## src/rtl/pipeline_hazard_ctrl.sv

```systemverilog
`timescale 1ns/1ps
`default_nettype none
// ============================================================================
//  Module   : pipeline_hazard_ctrl
//  Brief    : Load-use stall / branch flush / memory freeze sequencer for the
//             5-stage forwarding pipeline. HAZARD_PERF_EN builds perf counters.
//  Revision : 1.0  initial release
// ============================================================================
module pipeline_hazard_ctrl #(
    parameter int LOAD_USE_BUBBLES = 1,
    parameter int BRANCH_PENALTY   = 2
) (
    input  logic        clk,
    input  logic        rst_n,
    input  logic        mem_read_dx,
    input  logic [4:0]  rd_register_dx,
    input  logic [4:0]  rs_register_fd,
    input  logic [4:0]  rt_register_fd,
    input  logic        uses_rt_fd,
    input  logic        branch_taken_dx,
    input  logic        dmem_busy,
    output logic        pc_write,
    output logic        fd_write,
    output logic        dx_write,
    output logic        xm_write,
    output logic        fd_flush,
    output logic        dx_bubble,
    output logic [1:0]  ctrl_state,
    output logic [15:0] stall_count,
    output logic [15:0] flush_count
);

    typedef enum logic [1:0] {
        ST_RUN        = 2'd0,
        ST_LOAD_STALL = 2'd1,
        ST_FLUSH      = 2'd2,
        ST_RSVD       = 2'd3
    } state_t;

    localparam logic [1:0] c_stall_init = 2'(LOAD_USE_BUBBLES - 1);
    localparam logic [1:0] c_flush_init = 2'(BRANCH_PENALTY - 1);

    state_t     r_state;
    state_t     w_state_nxt;
    logic [1:0] r_cnt;
    logic [1:0] w_cnt_nxt;
    logic       w_hz;
    logic       w_stall_inc;
    logic       w_flush_inc;

    assign w_hz = mem_read_dx && (rd_register_dx != 5'd0) &&
                  ((rd_register_dx == rs_register_fd) ||
                   (uses_rt_fd && (rd_register_dx == rt_register_fd)));

    // Mealy decode: outputs react in the same cycle the condition is seen
    always_comb begin
        pc_write    = 1'b1;
        fd_write    = 1'b1;
        dx_write    = 1'b1;
        xm_write    = 1'b1;
        fd_flush    = 1'b0;
        dx_bubble   = 1'b0;
        w_state_nxt = r_state;
        w_cnt_nxt   = r_cnt;
        w_stall_inc = 1'b0;
        w_flush_inc = 1'b0;
        if (!rst_n) begin
            pc_write  = 1'b0;
            fd_write  = 1'b0;
            dx_write  = 1'b0;
            xm_write  = 1'b0;
            fd_flush  = 1'b1;
            dx_bubble = 1'b1;
        end else if (dmem_busy) begin
            pc_write = 1'b0;
            fd_write = 1'b0;
            dx_write = 1'b0;
            xm_write = 1'b0;
        end else begin
            case (r_state)
                ST_RUN: begin
                    if (branch_taken_dx) begin
                        fd_flush    = 1'b1;
                        dx_bubble   = 1'b1;
                        w_flush_inc = 1'b1;
                        if (BRANCH_PENALTY > 1) begin
                            w_state_nxt = ST_FLUSH;
                            w_cnt_nxt   = c_flush_init;
                        end
                    end else if (w_hz) begin
                        pc_write    = 1'b0;
                        fd_write    = 1'b0;
                        dx_bubble   = 1'b1;
                        w_stall_inc = 1'b1;
                        if (LOAD_USE_BUBBLES > 1) begin
                            w_state_nxt = ST_LOAD_STALL;
                            w_cnt_nxt   = c_stall_init;
                        end
                    end
                end
                ST_LOAD_STALL: begin
                    pc_write    = 1'b0;
                    fd_write    = 1'b0;
                    dx_bubble   = 1'b1;
                    w_stall_inc = 1'b1;
                    w_cnt_nxt   = r_cnt - 2'd1;
                    if (r_cnt == 2'd1) begin
                        w_state_nxt = ST_RUN;
                    end
                end
                ST_FLUSH: begin
                    fd_flush  = 1'b1;
                    w_cnt_nxt = r_cnt - 2'd1;
                    if (r_cnt == 2'd1) begin
                        w_state_nxt = ST_RUN;
                    end
                end
                default: begin
                    w_state_nxt = ST_RUN;
                    w_cnt_nxt   = 2'd0;
                end
            endcase
        end
    end

    always_ff @(posedge clk or negedge rst_n) begin
        if (!rst_n) begin
            r_state <= ST_RUN;
            r_cnt   <= 2'd0;
        end else begin
            r_state <= w_state_nxt;
            r_cnt   <= w_cnt_nxt;
        end
    end

    assign ctrl_state = r_state;

`ifdef HAZARD_PERF_EN
    logic [15:0] r_stall_count;
    logic [15:0] r_flush_count;

    // Counters saturate rather than wrap so long runs stay monotonic
    always_ff @(posedge clk or negedge rst_n) begin
        if (!rst_n) begin
            r_stall_count <= 16'h0000;
            r_flush_count <= 16'h0000;
        end else begin
            if (w_stall_inc && (r_stall_count != 16'hFFFF)) begin
                r_stall_count <= r_stall_count + 16'h0001;
            end
            if (w_flush_inc && (r_flush_count != 16'hFFFF)) begin
                r_flush_count <= r_flush_count + 16'h0001;
            end
        end
    end

    assign stall_count = r_stall_count;
    assign flush_count = r_flush_count;
`else
    logic w_unused_perf;
    assign w_unused_perf = w_stall_inc ^ w_flush_inc;
    assign stall_count   = 16'h0000;
    assign flush_count   = 16'h0000;
`endif

endmodule
`default_nettype wire

```

## config.mk

```make
export PLATFORM = sky130hd
export DESIGN_NAME = pipeline_hazard_ctrl
export DESIGN_NICKNAME = d
export VERILOG_FILES = /design/src/rtl/pipeline_hazard_ctrl.sv
export SDC_FILE = /design/constraint.sdc
export NUM_CORES = 1
export LEC_CHECK = 0
export ABC_AREA = 0
export CORE_ASPECT_RATIO = 1.1
export CORE_MARGIN = 3
export CORE_UTILIZATION = 26
export CTS_BUF_LIST = sky130_fd_sc_hd__clkbuf_4 sky130_fd_sc_hd__clkbuf_8
export CTS_CLUSTER_SIZE = 20
export DETAILED_ROUTE_END_ITERATION = 6
export PLACE_DENSITY_LB_ADDON = 0.08
export SYNTH_ARGS = -nofsm -noshare
export SYNTH_HDL_FRONTEND = slang
export SYNTH_SLANG_ARGS = --single-unit
```

## constraint.sdc

```tcl
create_clock -name clk -period 2.55 [get_ports clk]
set_input_delay 0.765 -clock clk [delete_from_list [all_inputs] [get_ports clk]]
set_output_delay 0.765 -clock clk [all_outputs]
set_load 0.02 [all_outputs]
```

## Word-level counts from Yosys, hierarchy flattened

Cells that the tools add are included.

- Add/subtract/negate cells: 1
- Multiply operators: 0
- Div/mod/pow operators: 0
- Magnitude comparators: 0
- Equal/unequal tests: 7
- Shifts and indexed selects: 0
- Multiplexer cells: 21
- Bitwise logic cells: 1
- Reduce and logical (&&, ||, !) cells: 9

Operators by type and width:

| cell | count |
|---|---|
| 1-bit 2-to-1 mux | 13 |
| 5-bit == test | 2 |
| 2-bit case mux with 2 select lines | 2 |
| 2-bit 2-to-1 mux | 3 |
| 1-bit case mux with 2 select lines | 3 |
| 5-bit nonzero test | 1 |
| 2-bit by 1-bit == test with 1-bit output (second input constant) | 2 |
| 4-bit AND reduction | 1 |
| 1-bit logical AND | 3 |
| 3-bit AND reduction | 1 |
| 2-bit == test (second input constant) | 1 |
| 2-bit logical NOT | 1 |
| 2-bit by 1-bit != test with 1-bit output (second input constant) | 1 |
| 2-bit != test (second input constant) | 1 |
| 2-bit OR reduction | 1 |
| 2-bit by 1-bit subtractor with 2-bit output (second input constant) | 1 |
| 1-bit logical OR | 1 |
| 1-bit NOT | 1 |

- Register bits: 4
- Latch bits: 0
- Memory bits (writable): 0
- Memory bits (read-only): 0
- Bits of input ports: 21
- Word-level logic and storage cells: 41
- Memories kept: 0

## Longest topological paths before layout

Gate-level depths: netlist (run 1).

- Depth after elaboration: 9
- Gate-level depth with buffers: 5

## Worst setup path before layout (run 1)

No wires, ideal clock.

- Path kind: input to output
- Start point: input rd_register_dx[3]
- End point: output dx_bubble
- Arrival: 2.104 ns
- Required time: 1.785 ns
- Setup slack: -0.319 ns
- Stages: 4
- Buffers on the path: 0
- Cell sequence: xor2_1 nor4_2 a32oi_1 o41ai_1

- Cells in the longest elaborated chain, start to end: 9

Ends and longest elaborated chain:

| element | line | RTL |
|---|---|---|
| from (decl) | 16 | `input logic [4:0] rd_register_dx,` |
| 5-bit == test | 53 | `(uses_rt_fd && (rd_register_dx == rt_register_fd)));` |
| 1-bit logical AND | 53 |  |
| 1-bit logical OR | 52 | `((rd_register_dx == rs_register_fd) \|\|` |
| 1-bit logical AND * | 51 | `assign w_hz = mem_read_dx && (rd_register_dx != 5'd0) &&` |
| 1-bit 2-to-1 mux * | 90 | `end else if (w_hz) begin` |
| 1-bit 2-to-1 mux * | 82 | `if (branch_taken_dx) begin` |
| 1-bit case mux with 2 select lines * | 80 | `case (r_state)` |
| 1-bit 2-to-1 mux * | 74 | `end else if (dmem_busy) begin` |
| 1-bit 2-to-1 mux * | 67 | `if (!rst_n) begin` |
| to (decl) | 27 | `output logic dx_bubble,` |

Mark *: on every way between the ends. The rest lies on a longest branch, timed or not.

## Worst setup path after layout (run 1)

- Start point: input rt_register_fd[2]
- End point: output fd_write

- Cells in the longest elaborated chain, start to end: 9

Ends and longest elaborated chain:

| element | line | RTL |
|---|---|---|
| from (decl) | 18 | `input logic [4:0] rt_register_fd,` |
| 5-bit == test | 53 |  |
| 1-bit logical AND | 53 |  |
| 1-bit logical OR | 52 |  |
| 1-bit logical AND | 51 |  |
| 1-bit 2-to-1 mux | 90 |  |
| 1-bit 2-to-1 mux | 82 |  |
| 1-bit case mux with 2 select lines | 80 |  |
| 1-bit 2-to-1 mux | 74 |  |
| 1-bit 2-to-1 mux | 67 |  |
| to (decl) | 23 | `output logic fd_write,` |

No other way between the ends.

==> run summary, run 1 <==
In this run the static leakage power is ~0.44 nW. The sequential area share after synthesis came out at between 10% and 20%. The flow ran to the end, but the final reports show violations. Walking the worst path, the cells encountered are buf_6 -> xor2_2 -> nor4_2 -> a32oi_2 -> o41a_1 -> buf_6. The DRC violation count after routing came out at 0. The cell sitting at the root of the clock tree is a sky130_fd_sc_hd__clkbuf_4. The total routing usage reported by global routing is under 10%.

The number of antenna diodes in the final layout is 0. In this run the critical register-to-register path is launched from r_cnt[0]. The number of setup violations in the final report came out at 3. The final worst clock skew came out at a little under 10 ps.

The worst register-to-register path ends at r_cnt[1]. The peak ir drop on the vdd network came out at 0.0002207 V. The hold path depth is 1. The post-detailed-route wirelength per cell is 9.128 um. TritonCTS built the clock tree. The min-delay analysis places its worst path in the category reg2reg. Averaged over all synthesized cells, the footprint is between 7 and 8 um^2.

Measured in cells, the most critical reg-to-reg path has a length of 2. The violation count after the first detailed-routing iteration came out at 2. Summing internal, switching and leakage power gives 0.4098 mW. STA classifies the critical path startpoint as an input port. Fill cells in the final layout number about 240. The number of enable flip-flop cells after synthesis is 0. The library cell with the largest summed area after synthesis is sky130_fd_sc_hd__buf_4. The number of instances in the synthesized netlist came out at 73. The worst hold path begins at r_cnt[1]. Dividing total power by cell area gives a power density of roughly 490 nW/um^2. Of all nets on the critical path, the largest fanout is 2. The count of H-tree levels built during CTS is 1. The biggest cell delay along the critical path came out at 380 ps. The highest attainable clock frequency came out at 357.3 MHz.

The total half-perimeter wirelength after legalization and detailed placement is 1045 um. Once the floorplan was initialized, standard cells occupied 28.14% of the core. On the critical path, the stage with the largest delay is an instance of sky130_fd_sc_hd__o41a_1. During synthesis, Yosys emitted a total of 0 warnings.

The maximum buffer depth of the clock tree came out at 2. The most used flip-flop cell after synthesis is sky130_fd_sc_hd__dfrtp_1. The flop and latch count out of synthesis is 3. The first-pass GRT wire length is around 1900 um.

The post-synthesis instance area came out at just under 600 um^2. The setup slack of the most critical reg-to-reg path is 1500 ps. The final reports fail on negative setup slack. The maximum number of pins on one net before global-route repair came out at 8. The total die area came out at between 2000 and 3000 um^2. The number of top-level pins came out at between 60 and 70. The vertical die dimension came out at about 56 um. The summed negative setup slack over all endpoints is -692.2 ps. The number of global-route vias before repair is 451. By count the netlist is led by sky130_fd_sc_hd__buf_4 (35), sky130_fd_sc_hd__xor2_1 (9), sky130_fd_sc_hd__o21ai_0 (4). The path type of the worst setup path is in2out. The share of Yosys cell area claimed by the top area cell type is a little under half. Sorting the synthesized cells by area gives the leading types as sky130_fd_sc_hd__buf_4 (45%), sky130_fd_sc_hd__xor2_1 (14%), sky130_fd_sc_hd__dfrtp_1 (13%). The worst setup path is captured at an output port. The number of vias in the routed layout is ~480. After clock tree synthesis, the clock-pin slew on the worst setup and hold paths is 40 ps. The hold violation total from the final report is 0.

The critical path arrival is 2030 ps. The critical path data required time came out at roughly 1800 ps. The post-layout minimum cycle time is approximately 2800 ps. Setup repair after global routing could not meet its margin everywhere.

The count of nets left with antenna violations once routing finished came out at 0. The layout overhead on the synthesized area came out at 44.40%. The part of the cycle the worst path needs is 109.7%.

After global routing the overflow that remains totals 0. After detailed routing, the total wire length is ~1200 um. The hold buffer count at cts is 0. Counting stages on the worst path, the most repeated cell is sky130_fd_sc_hd__buf_6. The share of flip-flops with an asynchronous set or reset after synthesis came out at 100.0%. The core area is 2063 um^2. The total of max-cap violations came out at 0. The final critical-path setup slack came out at -248.4 ps. The source-to-sink clock delay at the later pin of the worst-skew pair came out at approximately 240 ps.

The x dimension of the die is 51.06 um. The site row count is 17. The average vias per placed instance is between 3 and 4. The share of layout cells above drive strength 1 came out at a little under a third.

The first-pass detailed-route iteration total came out at 3. The clock sink count came out at 3. The path with the worst hold slack has its endpoint at r_cnt[1].

The max-slew violation count was 0. sky130_fd_sc_hd__buf_4 is the most common cell in the netlist. The global placement routability congestion came out at between 0.6 and 0.7. Counting distinct cell types in the post-synthesis netlist gives 22. The final layout net count came out at between 100 and 150. The CTS buffer count is 3. The initial antenna violation count came to 0. The count of buffers inserted at the top-level ports is 27.
## report_power, final
part           internal [mW]  switching, mW
clock                 0.0695         0.0282
sequential            0.0706         0.0209
combinational         0.0959          0.125
## kinds of logic (layout without fill, tap and decap cells)
family | count (synthesis) | in the layout | share of synthesized area [%]
AO/OA/AOI/OAI | 11 | 11 | 13.36
buffers and inverters | 38 | 38 | 47.20
other | 1 | 33 | 0.6459
XOR/XNOR | 10 | 10 | 15.09
flip-flops | 3 | 3 | 12.93
AND/OR/NAND/NOR | 9 | 9 | 8.621
adder cells (fa/ha/maj) | 1 | 1 | 2.155
## worst max path at each step
stage,to,slack [ps],depth (start not counted),start
floorplan,pc_write,-200,5,rd_register_dx[3]
global placement,dx_bubble,-1020,6,rd_register_dx[3]
detailed placement,fd_write,-1040,6,rd_register_dx[1]
CTS,fd_write,-260,6,rt_register_fd[2]
global route,fd_write,-300,6,rt_register_fd[2]
finish,fd_write,-250,6,rt_register_fd[2]
## state kept, by name (all words and copies together) (netlist names)
register / count
r_cnt: 2
ctrl_state: 1
## placed cells by master, fill, tap and decap left out, drive strengths merged
cell type      count
xor2               9
xnor2              1
buf               19
nor4               1
ha                 1
nor3               1
o41ai              1
nor2               3
dlygate4sd2        7
nor2b              1
conb              33
clkdlybuf4s15      1
a32oi              1
o41a               1
dlymetal6s2s       1
inv                1
dfrtp              3
o21ai              4
or4                1
clkbuf             4
nand2              2
a32o               1
a21oi              1
a31oi              1
clkdlybuf4s50      5
a21boi             1
## cell type report
class                   count  area (um^2)  area share, %
flip-flops and latches      3        75.07          8.955
multi-input cells          64        401.6          47.91
clock buffers               4        30.03          3.582
inverters                   1        3.754         0.4478
well taps                  28        35.03          4.179
repair buffers             33        292.8          34.93
## per-layer routing
layer,part of all wire [%],vias to the layer above,track usage (%)
met2,48,38,12.52
met5,0,-,0
li1,-,236,-
met3,16,0,3.235
met1,36,204,10.44
met4,0,0,4.615
## critical path: cells and delay by family
kind                      cells  cell delay (ps)
AOI/OAI and AO/OA             2              550
and+or+nand+nor               1              310
buffers and inverters         2              240
xor gates and xnor gates      1              160
## what timing repair did
item / 4_1_cts / 5_1_grt
cloned: 0 / 0
pin swaps: 12 / 1
buffers inserted: 1 / 0
resized for setup: 81 / 4
setup endpoints to repair: 6 / 5
## metrics by stage
step / setup slack (ps) / utilization, % / cell area [um^2] / hold slack, ps / cells
after CTS: -260.6 / 40.02 / 825.8 / 501.0 / 133
after floorplan: -198.3 / - / 711.9 / 465.5 / 105
final: -248.4 / 40.63 / 838.3 / 498.0 / 133
after detailed placement: -1036 / 37.84 / 780.7 / 497.4 / 128
after global placement: -1024 / 37.84 / 780.7 / 477.4 / 128
after global routing: -300.5 / 40.63 / 838.3 / 518.7 / 133
Note: power is estimated with default switching activity, not from simulation.
==> inputs of run 2 (changes only) <==
Clock period 2.55 ns to 2.4 ns, I/O delays scaled along.
==> run summary, run 2 (same netlist as run 1, synthesis figures left out) <==
The violation count after the first detailed-routing iteration came out at 1 (-1). The standby leakage power came out at 0.4525 nW (+4.0%). The hold violation total from the final report is 0 (unchanged). The DRC violation count after routing came out at 0 (unchanged). The layout overhead on the synthesized area came out at 46.12%. The count of buffers inserted at the top-level ports came to 27 (unchanged).

The peak ir drop on the vdd network is 0.0002533 V (+15%). The maximum buffer depth of the clock tree came to 2 (unchanged). The power density over the cells came out at 513.1 nW/um^2 (+4.9%). The overall power after layout came to 0.4352 mW (+6.2%). STA classifies the critical path startpoint as an input port.

The count of H-tree levels built during CTS came out at 1 (unchanged). Leaving out fill and tap cells, the most frequent cell in the layout is sky130_fd_sc_hd__conb_1. The average vias per placed instance is 3.729 (+3.8%). The post-layout minimum cycle time is roughly 2700 ps. The family of cells with the greatest summed delay on the critical path is compound AO/OA/AOI/OAI gates.

The x dimension of the die is 51.06 um (unchanged). The max-slew violation count is 0 (unchanged). The run finished, with violations left.

The post-detailed-route wirelength per cell came out at 9.233 um (+1.2%). The clock sink count is 3 (unchanged). The source-to-sink clock delay at the later pin of the worst-skew pair came out at 230 ps (about the same). The summed negative setup slack over all endpoints was -823.2 ps (-130.9 ps).

The critical path is of the in2out type. The sequential fraction of design power came out at 22.2% (about the same). The hold buffer count at cts is 0 (unchanged). The maximum number of pins on one net before global-route repair is 8 (unchanged). The critical path data required time is 1680 ps (-110 ps). The share of layout cells above drive strength 1 is 29.52% (-0.95 points). The post-placement worst setup slack is -1116 ps (-79.93 ps). The number of vias in the routed layout came out at 496 (+3.8%). Among the stages of the critical path, the cell type that occurs most often is sky130_fd_sc_hd__buf_6. The CTS buffer count is 3 (unchanged). The tree is rooted in a sky130_fd_sc_hd__clkbuf_4. The residual antenna-violating net count after detailed routing came out at 0 (unchanged). The design internal power came out at 0.2514 mW (+6.5%). The final cell count without fillers is 133 (unchanged). The share of power burned in the clock network came out at 23.1% (-0.7 points). The setup slack of the most critical reg-to-reg path came to 1360 ps (-140 ps). The end-of-flow core utilization is 41.12% (+0.49 points). The worst setup path is captured at an output port. The flip-flop count of the largest register, all copies and words added is 2 (unchanged). The number of cells on the worst reg-to-reg path came out at 2 (unchanged). The switching component of the power came to 0.1839 mW (+5.8%). In the layout the commonest cells are sky130_fd_sc_hd__conb_1 (33), sky130_fd_sc_hd__xor2_1 (8), sky130_fd_sc_hd__dlygate4sd2_1 (8), sky130_fd_sc_hd__buf_6 (8), sky130_fd_sc_hd__buf_4 (8). The site row count is 17 (unchanged). The final layout net count came out at 128 (unchanged). The clock-pin transition on the worst setup and hold timing paths is 40 ps (about the same). The largest fanout on the critical path is 2 (unchanged).

The initial antenna violation count is 0 (unchanged). The final hold slack is 441.5 ps (-56.47 ps). The number of setup violations in the final report was 3 (unchanged). The number of antenna repair diodes came out at 0 (unchanged). The critical path arrival came out at 1970 ps (-60 ps). The number of placed instances, taps included is 129 (+0.78%).

The global route total overflow is 0 (unchanged). The checks that failed: negative setup slack. The critical path goes through buf_6 -> xor2_1 -> nor4_2 -> a32oi_2 -> o41a_1 -> buf_6. The number of top-level pins is 61 (unchanged). The final critical-path setup slack is -287.9 ps (-39.55 ps).

The capture point of the worst reg-to-reg path is r_cnt[1]. The combinational share of power was 54.7% (+0.9 points). The post-layout instance area is 848.3 um^2 (+1.2%). The total routing usage reported by global routing was 7.906% (-0.60 points). Setup repair after global routing could not meet its margin everywhere.

The routed wire length came out at 1228 um (+1.2%). The number of global-route vias before repair came out at 434 (-3.8%). The total die area is 2837 um^2 (unchanged).

The total of max-cap violations is 0 (unchanged). The first-pass detailed-route iteration total came out at 4 (+1). The highest attainable clock frequency came out at roughly 370 MHz.

The tightest min-delay check is of the in2async type. The start of the worst register-to-register path is r_cnt[0]. The cell with the biggest individual delay on the critical path is sky130_fd_sc_hd__o41a_1. The vertical die dimension is 55.56 um (unchanged). The global placement routability congestion came out at 0.6548 (-3.6%). The core area is 2063 um^2 (unchanged).

The first-pass GRT wire length came out at 1690 um (-9.9%). The biggest cell delay along the critical path is 370 ps (about the same). The total placed instance area came out at 788.3 um^2 (+0.96%).

The register bank with the most flops is r_cnt. The effective utilization at floorplan is 28.14% (unchanged). TritonCTS built the clock tree. The buffer and inverter count on the worst path came out at 2 (unchanged). The final worst clock skew is 0.8197 ps (-8.949 ps). After layout, the worst path uses 112.0% of the clock period. The total half-perimeter wirelength after legalization and detailed placement is 1104 um (+5.7%). The switching portion of total power came to 42.25% (-0.17 points).
-- run 2: layout make-up --
class / count / area [um^2]
Fill cell: 231 / 1215
Tap cell: 28 / 35.03
Sequential cell: 3 / 75.07
Clock buffer: 4 / 30.03
Multi-Input combinational cell: 64 / 401.6
Inverter: 1 / 3.754
Timing Repair Buffer: 33 / 302.8
-- run 2: worst max-delay path by stage --
stage / cells past startpoint / to / slack (ps) / from
2_1_floorplan: 5 / pc_write / -260 / rd_register_dx[3]
3_3_place_gp: 6 / dx_bubble / -1090 / rd_register_dx[3]
3_5_place_dp: 6 / fd_write / -1120 / rd_register_dx[1]
4_1_cts: 6 / fd_write / -290 / rt_register_fd[2]
5_1_grt: 6 / fd_write / -330 / rt_register_fd[3]
6_report: 6 / fd_write / -290 / rt_register_fd[3]
-- run 2: repair_timing --
action,4_1_cts,5_1_grt
buffers inserted,0,0
endpoints found under the hold margin,0,0
gates cloned,0,0
gates resized for setup,84,5
pin swaps,13,2
setup endpoints to repair,6,6
-- run 2: power groups by stage --
stage | Combinational, mW | Sequential (mW) | Clock (mW)
after floorplan | 0.180 | 0.0972 | 0
after detailed placement | 0.241 | 0.0991 | 0
after global routing | 0.259 | 0.103 | 0.112
after global placement | 0.236 | 0.0969 | 0
after CTS | 0.241 | 0.0973 | 0.107
final | 0.238 | 0.0966 | 0.101
-- run 2: metal layers --
metal | GRT usage [%] | vias up | share of wire (%)
li1 | - | 238 | -
met1 | 7.680 | 217 | 32
met2 | 12.34 | 41 | 49
met3 | 5.930 | 0 | 18
met4 | 3.462 | 0 | 0
met5 | 0 | - | 0
==> inputs of run 3 (changes only) <==
Settings changed: CORE_UTILIZATION 26 to 29, SKIP_LAST_GASP set to 1.
Clock period 2.4 ns to 2.6 ns, I/O delays scaled along.
==> run summary, run 3 (same netlist as run 1, synthesis figures left out) <==
Leaving out fill and tap cells, the most frequent cells in the layout are sky130_fd_sc_hd__conb_1 (33), sky130_fd_sc_hd__xor2_1 (8), sky130_fd_sc_hd__buf_4 (7). The clock sink count came out at 3 (unchanged). The smallest clock period supported by the final layout is computed as 2770 ps. The violation count after the first detailed-routing iteration is 1 (unchanged). Static timing analysis puts the maximum clock frequency at ~360 MHz. The overall power after layout was 0.3976 mW (-8.6%).

The max-slew violation count came to 0 (unchanged). The x dimension of the die came to 48.66 um (-4.7%). The final hold slack is 491.0 ps (+49.42 ps). Clock tree synthesis selected as its root buffer the cell sky130_fd_sc_hd__clkbuf_4. The count of H-tree levels built during CTS is 1 (unchanged). Setup repair after global routing could not meet its margin everywhere. The core area is 1842 um^2 (-11%).

The post-detailed-route wirelength per cell was 9.634 um (+4.3%). The final cell count without fillers came out at 131 (-1.5%). The total half-perimeter wirelength after legalization and detailed placement is 1118 um (+1.3%). STA classifies the critical path endpoint as an output port. The maximum buffer depth of the clock tree came out at 2 (unchanged). The layout overhead on the synthesized area is 38.79%. The global route total overflow came out at 0 (unchanged). The hold violation total from the final report came to 0 (unchanged). The maximum number of pins on one net before global-route repair came out at 8 (unchanged). The final layout net count came to 127 (-0.78%). The critical path in this run is classified as in2out. The type of the worst min-delay path is reg2reg. The critical path arrival is 1990 ps (+20 ps). The initial antenna violation count is 0 (unchanged). The total of max-cap violations is 0 (unchanged). The average vias per placed instance is 3.740 (+0.30%). The number of setup violations in the final report was 3 (unchanged).

The vertical die dimension is 52.93 um (-4.7%). The DRC violation count after routing came out at 0 (unchanged). The flip-flop count of the largest register, all copies and words added came out at 2 (unchanged). The count of buffers inserted at the top-level ports came to 27 (unchanged). The final reports fail on negative setup slack. The total placed instance area came out at 779.5 um^2 (-1.1%). The CTS buffer count is 3 (unchanged). The first-pass detailed-route iteration total came out at 3 (-1). The summed negative setup slack over all endpoints was -446.4 ps (+376.8 ps). The most frequent standard cell in the layout excluding fill and tap cells is sky130_fd_sc_hd__conb_1. TritonCTS built the clock tree.

The clock-pin transition on the worst setup and hold timing paths is 40 ps (about the same). The effective utilization at floorplan came out at 31.52% (+3.4 points). The number of placed instances, taps included is 127 (-1.6%). The site row count is 16 (-1). The number of antenna repair diodes is 0 (unchanged). The global placement routability congestion came out at 0.6994 (+6.8%).

The total routing usage reported by global routing came out at 9.312% (+1.4 points). The run finished, with violations left. The final critical-path setup slack is -169.7 ps (+118.2 ps).

The first-pass GRT wire length was 1766 um (+4.5%). The peak ir drop on the vdd network came out at 0.0001690 V (-33%). The residual antenna-violating net count after detailed routing came out at 0 (unchanged). The final worst clock skew came out at 0.8563 ps (+0.03655 ps). More flip-flops sit in one register than any other, and that register is r_cnt. The part of the cycle the worst path needs came out at 106.5%. The number of top-level pins came to 61 (unchanged). The routed wire length came to 1262 um (+2.8%). The number of global-route vias before repair came out at 426 (-1.8%). The total die area came to 2575 um^2 (-9.2%).

The source-to-sink clock delay at the later pin of the worst-skew pair is 240 ps (about the same). The number of vias in the routed layout came out at 490 (-1.2%). The post-layout instance area is 805.8 um^2 (-5.0%). The power density over the cells was 493.5 nW/um^2 (-3.8%). The hold buffer count at cts is 0 (unchanged). The critical path data required time came out at 1820 ps (+140 ps).

STA classifies the critical path startpoint as an input port. The share of layout cells above drive strength 1 came out at 26.92% (-2.6 points). The standby leakage power came out at 0.4056 nW (-10%).

The largest fanout on the critical path came out at 2 (unchanged).
==> run 3: changes by cell type in the layout (fill, tap and decap cells not counted), moves of 2 or more <==
cell / before / now
sky130_fd_sc_hd__dlymetal6s2s_1: 3 / 0
sky130_fd_sc_hd__clkdlybuf4s15_1: 1 / 4
sky130_fd_sc_hd__clkdlybuf4s50_1: 2 / 5
sky130_fd_sc_hd__buf_2: 3 / 5
sky130_fd_sc_hd__dlygate4sd2_1: 8 / 5
sky130_fd_sc_hd__buf_6: 8 / 6
==> run 3: final cells by class <==
type	count	area (um^2)
Clock buffer	4	30.03
Timing Repair Buffer	32	279.0
Fill cell	200	1036
Multi-Input combinational cell	64	384.1
Inverter	1	3.754
Sequential cell	3	75.07
Tap cell	27	33.78
==> run 3: what timing repair did <==
| action | in CTS | in global routing |
|---|---|---|
| resized for setup | 77 | 8 |
| pin swaps | 12 | 3 |
| setup buffers | 0 | 0 |
| endpoints found under the setup margin | 6 | 5 |
==> run 3: final timing paths <==
kind,start,endpoint,slack [ps],cells after the start
setup reg to reg,r_cnt[0],r_cnt[1],1570,2
max in group asynchronous,rst_n,r_cnt[0],1620,2
hold / removal,r_cnt[1],r_cnt[1],490,1
setup / recovery,rt_register_fd[2],pc_write,-170,6
hold reg to reg,r_cnt[1],r_cnt[1],490,1
min in group asynchronous,rst_n,r_cnt[1],880,2
==> run 3: report_power, final <==
group / total, mW / internal [mW] / switching (mW)
registers: 0.0877 / 0.0693 / 0.0184
logic: 0.215 / 0.0907 / 0.124
clock network: 0.0951 / 0.0681 / 0.0270
==> run 3: critical path: stages <==
cell	delay (ps)
sky130_fd_sc_hd__buf_6	90
sky130_fd_sc_hd__xor2_1	160
sky130_fd_sc_hd__nor4_2	270
sky130_fd_sc_hd__a32oi_1	160
sky130_fd_sc_hd__o41a_1	380
sky130_fd_sc_hd__buf_6	150
==> run 3: metrics by stage <==
| stage | setup slack, ps | util (%) |
|---|---|---|
| 3_3_place_gp | -1056 | 42.32 |
| 4_1_cts | -179.0 | 42.12 |
| 5_1_grt | -271.4 | 43.75 |
| 3_5_place_dp | -1049 | 42.32 |
| 6_report | -169.7 | 43.75 |
| 2_1_floorplan | -178.3 | - |
==> run 3: metal layers <==
metal | share of wire, % | global-route usage, % | vias up
met5 | 0 | 0 | -
met4 | 0.63 | 5.687 | 0
met3 | 14 | 4.507 | 2
met2 | 56 | 17.42 | 38
met1 | 29 | 8.094 | 215
li1 | - | - | 235
